$ cat config.mk
export PLATFORM = sky130hd
export DESIGN_NAME = bin2bcd_seq_flat
export DESIGN_NICKNAME = d
export VERILOG_FILES = /design/src/rtl/bin2bcd_pkg.sv /design/src/rtl/bin2bcd_seq_if.sv /design/src/rtl/bcd_seg7_digit.sv /design/src/rtl/bin2bcd_seq.sv /design/src/flat_wrapper.sv
export SDC_FILE = /design/constraint.sdc
export NUM_CORES = 1
export LEC_CHECK = 0
export CAP_MARGIN = 20
export CORE_ASPECT_RATIO = 1.75
export CORE_MARGIN = 4
export CORE_UTILIZATION = 45
export DETAILED_ROUTE_END_ITERATION = 10
export PLACE_DENSITY = 0.74
export SLEW_MARGIN = 40
export SYNTH_ARGS = -nofsm -noshare
export SYNTH_HDL_FRONTEND = slang
export SYNTH_SLANG_ARGS = --single-unit
$ cat constraint.sdc
create_clock -name clock -period 1.65 [get_ports clock]
set_input_delay 0.495 -clock clock [delete_from_list [all_inputs] [get_ports clock]]
set_output_delay 0.495 -clock clock [all_outputs]
set_load 0.02 [all_outputs]
$ cat src/rtl/bin2bcd_pkg.sv
// Shared types and constants for the sequential binary-to-BCD converter.
// Glyphs are active-low, bit order gfedcba.
package bin2bcd_pkg;

  typedef enum logic [1:0] {
    IDLE  = 2'd0,
    SHIFT = 2'd1,
    DONE  = 2'd2
  } state_t;

  localparam logic [3:0] ADD3_THRESHOLD = 4'd5;

  localparam logic [6:0] SEG7_0     = 7'b1000000;
  localparam logic [6:0] SEG7_1     = 7'b1111001;
  localparam logic [6:0] SEG7_2     = 7'b0100100;
  localparam logic [6:0] SEG7_3     = 7'b0110000;
  localparam logic [6:0] SEG7_4     = 7'b0011001;
  localparam logic [6:0] SEG7_5     = 7'b0010010;
  localparam logic [6:0] SEG7_6     = 7'b0000010;
  localparam logic [6:0] SEG7_7     = 7'b1111000;
  localparam logic [6:0] SEG7_8     = 7'b0000000;
  localparam logic [6:0] SEG7_9     = 7'b0010000;
  localparam logic [6:0] SEG7_BLANK = 7'b1111111;

endpackage

$ cat src/rtl/bin2bcd_seq_if.sv
// Request/result bundle of bin2bcd_seq. The seg field exists only when
// BCD_SEG7_EN is defined.
interface bin2bcd_seq_if #(
  parameter int unsigned WIDTH  = 8,
  parameter int unsigned DIGITS = 3
);
  logic                  start;
  logic [WIDTH-1:0]      bin;
  logic                  busy;
  logic                  done;
  logic [4*DIGITS-1:0]   bcd;
  logic                  overflow;
`ifdef BCD_SEG7_EN
  logic [7*DIGITS-1:0]   seg;

  modport master (output start, bin, input busy, done, bcd, overflow, seg);
  modport slave  (input start, bin, output busy, done, bcd, overflow, seg);
`else
  modport master (output start, bin, input busy, done, bcd, overflow);
  modport slave  (input start, bin, output busy, done, bcd, overflow);
`endif
endinterface

$ cat src/rtl/bcd_seg7_digit.sv
// One BCD digit to active-low 7-segment glyph; non-BCD codes blank the digit.
// Only compiled when BCD_SEG7_EN is defined.
`ifdef BCD_SEG7_EN
module bcd_seg7_digit
  import bin2bcd_pkg::*;
(
  input  logic [3:0] digit,
  output logic [6:0] seg_c
);

  always_comb begin
    seg_c = SEG7_BLANK;
    case (digit)
      4'd0:    seg_c = SEG7_0;
      4'd1:    seg_c = SEG7_1;
      4'd2:    seg_c = SEG7_2;
      4'd3:    seg_c = SEG7_3;
      4'd4:    seg_c = SEG7_4;
      4'd5:    seg_c = SEG7_5;
      4'd6:    seg_c = SEG7_6;
      4'd7:    seg_c = SEG7_7;
      4'd8:    seg_c = SEG7_8;
      4'd9:    seg_c = SEG7_9;
      default: seg_c = SEG7_BLANK;
    endcase
  end

endmodule
`endif

$ cat src/rtl/bin2bcd_seq.sv
// Iterative shift-add-3 binary-to-BCD converter, one input bit per clock.
// Optional registered 7-segment outputs under BCD_SEG7_EN.
module bin2bcd_seq
  import bin2bcd_pkg::*;
#(
  parameter int unsigned WIDTH  = 8,
  parameter int unsigned DIGITS = 3
) (
  input logic          clock,
  input logic          resetn,
  bin2bcd_seq_if.slave bus
);

  localparam int unsigned CNT_W = $clog2(WIDTH + 1);
  localparam int unsigned BCD_W = 4 * DIGITS;

  state_t             state_q, state_nxt;
  logic [WIDTH-1:0]   shift_q, shift_nxt;
  logic [BCD_W-1:0]   work_q, work_nxt;
  logic [BCD_W-1:0]   adj;
  logic               ovf_q, ovf_nxt, ovf_bit;
  logic [CNT_W-1:0]   count_q, count_nxt;
  logic               busy_q, busy_nxt;
  logic               done_q, done_nxt;
  logic [BCD_W-1:0]   bcd_q, bcd_nxt;
  logic               overflow_q, overflow_nxt;

  // State register
  always_ff @(posedge clock or negedge resetn) begin
    if (!resetn) state_q <= IDLE;
    else         state_q <= state_nxt;
  end

  // Next state, datapath update and output loads
  always_comb begin
    state_nxt    = state_q;
    shift_nxt    = shift_q;
    work_nxt     = work_q;
    ovf_nxt      = ovf_q;
    ovf_bit      = 1'b0;
    count_nxt    = count_q;
    bcd_nxt      = bcd_q;
    overflow_nxt = overflow_q;
    adj          = work_q;

    // Digits stay <= 12 after correction, so no inter-digit carry is needed
    for (int unsigned k = 0; k < DIGITS; k++) begin
      if (work_q[4*k +: 4] >= ADD3_THRESHOLD)
        adj[4*k +: 4] = work_q[4*k +: 4] + 4'd3;
    end

    case (state_q)
      IDLE, DONE: begin
        if (bus.start) begin
          shift_nxt = bus.bin;
          work_nxt  = '0;
          ovf_nxt   = 1'b0;
          count_nxt = CNT_W'(WIDTH);
          state_nxt = SHIFT;
        end else begin
          state_nxt = IDLE;
        end
      end
      SHIFT: begin
        {ovf_bit, work_nxt, shift_nxt} = {adj, shift_q, 1'b0};
        ovf_nxt   = ovf_q | ovf_bit;
        count_nxt = count_q - CNT_W'(1);
        if (count_q == CNT_W'(1)) begin
          state_nxt    = DONE;
          overflow_nxt = ovf_nxt;
          bcd_nxt      = ovf_nxt ? {DIGITS{4'd9}} : work_nxt;
        end
      end
      default: state_nxt = IDLE;
    endcase

    busy_nxt = (state_nxt == SHIFT);
    done_nxt = (state_nxt == DONE);
  end

  always_ff @(posedge clock or negedge resetn) begin
    if (!resetn) begin
      shift_q    <= '0;
      work_q     <= '0;
      ovf_q      <= 1'b0;
      count_q    <= '0;
      busy_q     <= 1'b0;
      done_q     <= 1'b0;
      bcd_q      <= '0;
      overflow_q <= 1'b0;
    end else begin
      shift_q    <= shift_nxt;
      work_q     <= work_nxt;
      ovf_q      <= ovf_nxt;
      count_q    <= count_nxt;
      busy_q     <= busy_nxt;
      done_q     <= done_nxt;
      bcd_q      <= bcd_nxt;
      overflow_q <= overflow_nxt;
    end
  end

  assign bus.busy     = busy_q;
  assign bus.done     = done_q;
  assign bus.bcd      = bcd_q;
  assign bus.overflow = overflow_q;

`ifdef BCD_SEG7_EN
  logic [7*DIGITS-1:0] seg_c;
  logic [7*DIGITS-1:0] seg_q;

  for (genvar g = 0; g < DIGITS; g++) begin : g_digit
    bcd_seg7_digit u_digit (
      .digit (bcd_q[4*g +: 4]),
      .seg_c (seg_c[7*g +: 7])
    );
  end

  // Glyphs lag bcd by one cycle
  always_ff @(posedge clock or negedge resetn) begin
    if (!resetn) seg_q <= {DIGITS{SEG7_0}};
    else         seg_q <= seg_c;
  end

  assign bus.seg = seg_q;
`endif

endmodule

$ cat src/flat_wrapper.sv
// flat-port wrapper written by rule: the top's interface ports become plain ports
module bin2bcd_seq_flat import bin2bcd_pkg::*;
#(
  parameter int unsigned WIDTH  = 8,
  parameter int unsigned DIGITS = 3
)
  (clock, resetn, bus_start, bus_bin, bus_busy, bus_done, bus_bcd, bus_overflow);
  bin2bcd_seq_if #(.WIDTH(WIDTH), .DIGITS(DIGITS)) bus_i ();
  input logic clock;
  input logic resetn;
  input wire logic [$bits(bus_i.start)-1:0] bus_start;
  input wire logic [$bits(bus_i.bin)-1:0] bus_bin;
  output wire logic [$bits(bus_i.busy)-1:0] bus_busy;
  output wire logic [$bits(bus_i.done)-1:0] bus_done;
  output wire logic [$bits(bus_i.bcd)-1:0] bus_bcd;
  output wire logic [$bits(bus_i.overflow)-1:0] bus_overflow;
  assign bus_i.start = bus_start;
  assign bus_i.bin = bus_bin;
  assign bus_busy = bus_i.busy;
  assign bus_done = bus_i.done;
  assign bus_bcd = bus_i.bcd;
  assign bus_overflow = bus_i.overflow;
  bin2bcd_seq #(.WIDTH(WIDTH), .DIGITS(DIGITS)) u_core (.clock(clock), .resetn(resetn), .bus(bus_i));
endmodule
# Yosys cells after proc, flatten, opt, wreduce, memory -nomap -nowiden
# Index checks and enable logic that the tools add are counted.
[totals]
ff_bits = 42
inputBits = 11
output_inout_bits = 15
word_cells = 43
[op_classes]
add_sub_neg = 4
n_lt_le_gt_ge = 3
eq_ne = 6
muxes = 15
bitwise_logic = 1
n_reduce_logical = 5
[ops]
columns = ["cell", "n"]
rows = [
  ["$mux W12", 2],
  ["$pmux W12 S2", 1],
  ["$mux W4", 4],
  ["$pmux W8 S2", 1],
  ["$add A4 B2 Y4 const B", 3],
  ["$ge A4 B3 Y1 const B", 3],
  ["$mux W8", 1],
  ["$pmux W4 S2", 1],
  ["$eq A2 B1 Y1 const B", 2],
  ["$eq A2 B2 Y1 const B", 2],
  ["$eq A4 B1 Y1 const B", 1],
  ["$pmux W2 S2", 1],
  ["$reduce_and A2 Y1", 2],
  ["$sub A4 B1 Y4 const B", 1],
  ["$logic_not A2 Y1", 1],
  ["$mux W1", 2],
  ["$mux W2", 1],
  ["$ne A2 B2 Y1 const B", 1],
  ["$pmux W1 S2", 1],
  ["$reduce_bool A2 Y1", 1],
  ["$reduce_or A2 Y1", 1],
  ["$or A1 B1 Y1", 1],
]

# Longest topological paths before layout
# Gate-level depths: netlist (run 1).
[depth]
ltp_word = 4
mapped_depth = 8
mapped_depth_nobuf = 7

# Worst setup path before layout (run 1)
# No wires, ideal clock.
[synth_timing]
path_type = "register to register"
from = "register u_core.work_q[8]"
to = "register u_core.bcd_q[10], in the netlist u_core.bus.bcd[10]"
setup_ns = 0.103
arrival_ns = 1.636
t_required_ns = 1.547
slack_ns = -0.089
stages_incl_launch_ff = 8
n_path_buf = 1
synth_period_minus_slack_ns = 1.739
cell_sequence = "dfrtp_1 -> inv_1 -> ha_1 -> nand2b_1 -> nor3b_1 -> or3_1 -> buf_6 -> o41ai_2"
[synth_between]
elab_chain_len = 4
word_cells_on_any_way = 5
cone_classes = "1 x add/sub; 1 x order compare; 2 x mux; 1 x bitwise"
[synth_lines]
columns = ["element", "line_no", "rtl"]
rows = [
  ["from (decl)", "bin2bcd_seq.sv:19", "logic [BCD_W-1:0] work_q, work_nxt;"],
  ["from (signal assigned)", "bin2bcd_seq.sv:93", "work_q <= work_nxt;"],
  ["$add A4 B2 Y4 or $ge A4 B3 Y1 (tied branches)", "bin2bcd_seq.sv:49, bin2bcd_seq.sv:48", ""],
  ["$mux W4 (*)", "bin2bcd_seq.sv:48", "if (work_q[4*k +: 4] >= ADD3_THRESHOLD)"],
  ["$or A1 B1 Y1", "bin2bcd_seq.sv:66", "ovf_nxt = ovf_q | ovf_bit;"],
  ["$mux W12 (*)", "bin2bcd_seq.sv:71", "bcd_nxt = ovf_nxt ? {DIGITS{4'd9}} : work_nxt;"],
  ["to (signal assigned)", "bin2bcd_seq.sv:98", "bcd_q <= bcd_nxt;"],
  ["to (decl)", "bin2bcd_seq.sv:25", "logic [BCD_W-1:0] bcd_q, bcd_nxt;"],
]
# Every way passes the cells marked *; elsewhere a longest branch is shown, timed or not.
# A chain may end at the register's enable or synchronous reset.

# Worst setup path after layout (run 1)
[layout_timing]
from = "register u_core.work_q[9]"
to = "register u_core.bcd_q[1], in the netlist u_core.bus.bcd[1]"
[layout_between]
elab_chain_len = 4
word_cells_on_any_way = 5
cone_classes = "1 x add/sub; 1 x order compare; 2 x mux; 1 x bitwise"
[layout_lines]
columns = ["element", "line_no"]
rows = [
  ["$add A4 B2 Y4 or $ge A4 B3 Y1 (tied branches)", "bin2bcd_seq.sv:49, bin2bcd_seq.sv:48"],
  ["$mux W4 (*)", "bin2bcd_seq.sv:48"],
  ["$or A1 B1 Y1 (*)", "bin2bcd_seq.sv:66"],
  ["$mux W12 (*)", "bin2bcd_seq.sv:71"],
]
# Marked as above.

==> results.sh, run 1 <==
export IMPL_rsz0062_at_grt="true"
export IMPL_r2r_slack_ns=0.04
export IMPL_powerDensity_nw_per_um2=2071
export IMPL_status="finished clean"
export IMPL_final_cells=288
export IMPL_fin_crit_sh_pct=97.76
export IMPL_dp_hpwl_mm=2.969
export IMPL_core_area_um2=4150
export IMPL_slowest_stage="or3_4"
export IMPL_fin_crit_ns=1.613
export IMPL_finalWirelength_mm=4.235
export IMPL_rr_startpoint="u_core.work_q[9]"
export IMPL_antenna_cells=0
export IMPL_port_buffer_count=25
export IMPL_via_per_inst=5.340
export IMPL_rows=31
export IMPL_cts_tree="done"
export IMPL_netlist_instances=194
export IMPL_drt_pass1_iterations=4
export IMPL_final_util_pct=61.65
export IMPL_vias=1538
export IMPL_drv_slew=0
export IMPL_synthFlopType="dfrtp_1"
export IMPL_crit_chain="inv_2 > ha_2 > nand2b_4 > nor3b_4 > or3_4 > o31ai_2"
export IMPL_critical_path_class="reg -> reg"
export IMPL_antenna_found_initial=0
export IMPL_ctsHtreeMaxLevel=2
export IMPL_synth_commonest_cells="dfrtp_1 (42), nand2_1 (36), o21ai_0 (17)"
export IMPL_finalPower_mw=5.300
export IMPL_drc=0
export IMPL_clock_latency_ns=0.30
export IMPL_synth_edff_count=0
export IMPL_grt_pass1_vias=1479
export IMPL_leakagePower_nw=1.189
export IMPL_worst_path_buf_inv=1
export IMPL_clockBufferDepth=2
export IMPL_nets=257
export IMPL_numClockSinks=42
export IMPL_initial_utilization_pct=46.67
export IMPL_die_h_um=94.79
export IMPL_fmax_mhz=620.0
export IMPL_syn_to_final_growth_pct=32.11
export IMPL_grt_use_met3_pct=3.830
export IMPL_yosys_warnings=0
export IMPL_place_gp_congestion=0.7903
export IMPL_drive_above_1_share_pct=20.50
export IMPL_yosysUniqueCellTypes=26
export IMPL_drv_cap=0
export IMPL_tightest_slew_ns=0.4495
export IMPL_reg2reg_depth=6
export IMPL_holdBufCountCts=0
export IMPL_grt_ovfl_total=0
export IMPL_antenna_left=0
export IMPL_synth_seq_cells=42
export IMPL_routedWlPerCell_um=14.70
export IMPL_synth_largest_area_cell="dfrtp_1"
export IMPL_grt_met1_usage_pct=17.35
export IMPL_hp_class="in -> async"
export IMPL_die_area_um2=5459
export IMPL_cpPeakStageDelay_ns=0.40
export IMPL_setup_violations=0
export IMPL_cp_max_fo=6
export IMPL_critPathLaunchType="register"
export IMPL_grt_pass1_wl_mm=6.665
export IMPL_ir_worst_vdd_mv=1.226
export IMPL_critPathCaptureType="register"
export IMPL_grt_met2_usage_pct=28.77
export IMPL_cp_depth=6
export IMPL_slew_headroom_pct=69.82
export IMPL_grt_use_total_pct=16.07
export IMPL_cp_data_required_time_ns=1.86
export IMPL_yosysMostFrequentCell="dfrtp_1"
export IMPL_busiest_layer="met2"
export IMPL_ios=26
export IMPL_numCtsBuffers=5
export IMPL_grt_max_degree=26
export IMPL_yosysTopAreaCellShare_pct=54.26
export IMPL_fin_skew_ns=0.01199
export IMPL_arrival_ns=1.83
export IMPL_synth_seq_area_share_pct=54.26
export IMPL_syn_mean_instance_area_um2=9.984
export IMPL_async_reset_ff_share_pct=100.0
export IMPL_clkTransAtPathRegs_ns=0.09
export IMPL_synth_area_leaders="dfrtp_1 (54%), nand2_1 (7.0%), ha_1 (5.2%)"
export IMPL_hold_viol_final=0
export IMPL_timing_rr_end="u_core.bus.bcd[1]"
export IMPL_syn_area_um2=1937
export IMPL_synth_fp_nets=213
export IMPL_drtIter0Drc=31
export IMPL_cp_top_family="simple AND/OR/NAND/NOR gates"
export IMPL_cts_root_buffer_cell="clkbuf_8"
export IMPL_die_x_um=57.60
export IMPL_dp_cells=279
metrics by stage:
stage	worst slack [ns]	cell area [um2]	setup TNS [ns]	hold WS, ns
final	0.03698	2559	0	0.1233
after detailed placement	-0.1136	2365	-0.8021	0.4624
after global routing	-0.05614	2559	-0.1437	0.1343
after floorplan	-0.04241	1942	-0.1272	0.1994
after CTS	0.007411	2472	0	0.1321
after global placement	-0.07526	2365	-0.2714	0.4577
report_power, final:
group | total, mW | switching (mW) | internal (mW)
combinational | 2.66 | 1.51 | 1.15
clock | 0.799 | 0.354 | 0.445
sequential | 1.84 | 0.347 | 1.49
total | 5.30 | 2.21 | 3.09
flip-flops by register name (all words and copies together) (netlist names):
register,cells
u_core.bus.done,1
u_core.bus.busy,1
u_core.bus.overflow,1
u_core.state_q,2
u_core.count_q,4
u_core.bus.bcd,12
u_core.work_q,12
u_core.shift_q,8
u_core.ovf_q,1
placed cells by master (no fill, tap or decap), types with 2 or more instances in the layout:
cell type        count
a21oi_1              9
a21oi_2              2
a22o_1               2
a22oi_1              7
a31oi_1              5
and2_1               3
buf_4               18
clkbuf_8             5
clkdlybuf4s50_1      9
clkinv_2             2
dfrtp_1             42
dlygate4sd2_1       15
ha_1                 6
inv_1                9
inv_2                2
nand2_1             35
nand2b_1             4
nor2_1               8
nor2b_1              5
nor3b_1              5
nor3b_4              2
o21ai_0             17
o31ai_1              3
o31ai_4              2
o41ai_2              3
xnor2_1              3
per-layer routing:
metal	wire length, um	part of all wire, %
met1	1674	40
met2	2293	54
met3	151	3.6
met4	115	2.7
met5	0	0
how the worst max path moves through the flow:
stage | from | to | slack [ns]
after floorplan | u_core.work_q[9] | u_core.bus.bcd[10] | -0.04
after global placement | u_core.work_q[8] | u_core.bus.bcd[10] | -0.08
after detailed placement | u_core.work_q[8] | u_core.bus.bcd[10] | -0.11
after CTS | u_core.work_q[8] | u_core.bus.bcd[1] | 0.007
after global routing | u_core.work_q[9] | u_core.bus.bcd[1] | -0.06
final | u_core.work_q[9] | u_core.bus.bcd[1] | 0.04
repair_timing:
item	4_1_cts	5_1_grt
gates resized for setup	17	15
buffers inserted	1	0
gates cloned	0	0
endpoints found under the setup margin	21	12
pin swaps	4	1
area by class of cell:
| class | instances | area (um2) |
|---|---|---|
| flip-flops and latches | 42 | 1051 |
| well taps | 49 | 61.31 |
| fillers | 340 | 1592 |
| repair buffers | 45 | 392.9 |
| multi-input cells | 133 | 903.4 |
| clock buffers | 5 | 68.82 |
| clock inverters | 3 | 40.04 |
| inverters | 11 | 41.29 |
cell families (layout without fill, tap and decap cells):
group | Yosys count | count (layout) | synth area share (%)
buf+inv | 19 | 64 | 4.134
flops | 42 | 42 | 54.26
simple gates | 70 | 70 | 17.31
fa+ha+maj | 8 | 8 | 5.168
xor+xnor | 3 | 3 | 1.357
compound gates | 52 | 52 | 17.76
No activity file was read; power rests on OpenSTA's default activity.
==> run 2, diff against run 1 <==
Settings changed: CORE_UTILIZATION 45 to 49, PLACE_DENSITY 0.74 to 0.79.
==> results.sh, run 2 (synthesis gave the netlist of run 1 again) <==
export IMPL_arrival_ns=1.88
export IMPL_cts_tree="done"
export IMPL_final_common_cell="dfrtp_1"
export IMPL_crit_chain="ha_2 > nand2b_4 > nor3b_4 > or3_4 > o41ai_2"
export IMPL_ir_worst_vdd_mv=1.149
export IMPL_busiest_layer="met2"
export IMPL_powerDensity_nw_per_um2=2044
export IMPL_grt_pass1_wl_mm=7.051
export IMPL_rsz0062_at_grt="true"
export IMPL_clkTransAtPathRegs_ns=0.08
export IMPL_leakagePower_nw=1.198
export IMPL_numCtsBuffers=5
export IMPL_cts_root_buffer_cell="clkbuf_8"
export IMPL_cp_max_fo=6
export IMPL_tightest_slew_ns=0.3894
export IMPL_via_per_inst=5.445
export IMPL_die_area_um2=5062
export IMPL_grt_max_degree=43
export IMPL_core_area_um2=3866
export IMPL_intPower_mw=3.068
export IMPL_ios=26
export IMPL_finalPower_mw=5.284
export IMPL_drive_above_1_share_pct=22.31
export IMPL_seqPwrFrac_pct=34.7
export IMPL_fin_crit_sh_pct=102.6
export IMPL_grt_use_met3_pct=4.410
export IMPL_numClockSinks=42
export IMPL_grt_ovfl_total=0
export IMPL_ctsHtreeMaxLevel=2
export IMPL_antenna_cells=0
export IMPL_setup_violations=5
export IMPL_p_sw_mw=2.216
export IMPL_die_x_um=55.53
export IMPL_routedWlPerCell_um=14.89
export IMPL_syn_to_final_growth_pct=33.46
export IMPL_clock_latency_ns=0.29
export IMPL_place_gp_congestion=0.7998
export IMPL_port_buffer_count=25
export IMPL_p_sw_share_pct=41.94
export IMPL_hold_viol_final=0
export IMPL_grt_use_total_pct=17.50
export IMPL_critPathCaptureType="register"
export IMPL_timing_final_ws_setup_ns=-0.04222
export IMPL_initial_utilization_pct=50.10
export IMPL_slew_headroom_pct=73.99
export IMPL_cpPeakStageDelay_ns=0.44
export IMPL_fin_crit_ns=1.692
export IMPL_fmax_mhz=590.9
export IMPL_power_frac_comb_pct=52.4
export IMPL_dp_hpwl_mm=2.937
export IMPL_antenna_found_initial=0
export IMPL_status="complete, but fails checks"
export IMPL_p_clk_share_pct=12.9
export IMPL_drv_cap=0
export IMPL_pre_cts_slack_ns=-0.1418
export IMPL_critical_path_class="reg -> reg"
export IMPL_final_cell_mix="dfrtp_1 (42), nand2_1 (35), o21ai_0 (17)"
export IMPL_drc=0
export IMPL_slowest_stage="dfrtp_1"
export IMPL_critPathLaunchType="register"
export IMPL_final_util_pct=66.86
export IMPL_drtIter0Drc=43
export IMPL_rows=30
export IMPL_cp_data_required_time_ns=1.84
export IMPL_cp_startpoint="u_core.work_q[8]"
export IMPL_vias=1579
export IMPL_hold_ws_ns=0.1563
export IMPL_hp_class="in -> async"
export IMPL_clockBufferDepth=2
export IMPL_rr_startpoint="u_core.work_q[8]"
export IMPL_die_h_um=91.17
export IMPL_grt_pass1_vias=1589
export IMPL_nets=260
export IMPL_fin_skew_ns=0.004521
export IMPL_drv_slew=0
export IMPL_antenna_left=0
export IMPL_grt_met1_usage_pct=17.35
export IMPL_finalWirelength_mm=4.318
export IMPL_grt_met2_usage_pct=32.91
export IMPL_drt_pass1_iterations=4
export IMPL_violations="negative setup slack"
-- run 2: final timing paths --
kind	end	slack, ns	cells after the start
worst max-delay path	u_core.bus.bcd[2]	-0.04	5
worst min-delay path	u_core.work_q[0]	0.16	2
worst max register to register	u_core.bus.bcd[2]	-0.04	5
worst min register to register	u_core.bus.overflow	0.47	2
max in group asynchronous	u_core.work_q[7]	1.28	2
min in group clock	u_core.bus.overflow	0.47	2
-- run 2: layout make-up --
cell class,instances,area [um2]
clock buffers,7,86.33
clock inverters,1,5.005
multi-input cells,133,902.1
repair buffers,48,436.7
inverters,11,43.79
fillers,312,1281
well taps,48,60.06
flip-flops and latches,42,1051
-- run 2: power groups by stage --
stage               clock, mW  sequential, mW  combinational [mW]
floorplan                   0            1.96                1.41
global placement            0            1.80                2.47
detailed placement          0            1.83                2.55
CTS                     0.690            1.80                2.47
global route            0.740            1.90                3.06
finish                  0.680            1.83                2.77
-- run 2: per-stage QoR --
step | area [um2] | std cells | TNS [ns]
floorplan | 1942 | 194 | -0.1272
global placement | 2369 | 277 | -0.2784
detailed placement | 2369 | 277 | -0.7296
CTS | 2446 | 285 | -0.1058
global route | 2585 | 290 | -0.5996
finish | 2585 | 290 | -0.1453
-- run 2: worst max-delay path: cells and delay by family, from the launching register on --
kind | cells | cell delay, ns
flip-flops | 1 | 0.44
AO/OA/AOI/OAI | 1 | 0.23
AND/OR/NAND/NOR | 3 | 0.73
adder cells (fa/ha/maj) | 1 | 0.20
-- run 2: layer usage --
layer	share of wire [%]	routed length, um
met3	4.0	174
met2	56	2412
met5	0	0
met1	37	1599
met4	3.0	131
-- run 2: repair_timing --
action	CTS	global route
pin swaps	2	3
setup buffers	0	4
gates cloned	0	1
gates resized for setup	16	22
endpoints found under the hold margin	0	0
hold buffers	0	0
setup endpoints to repair	24	15
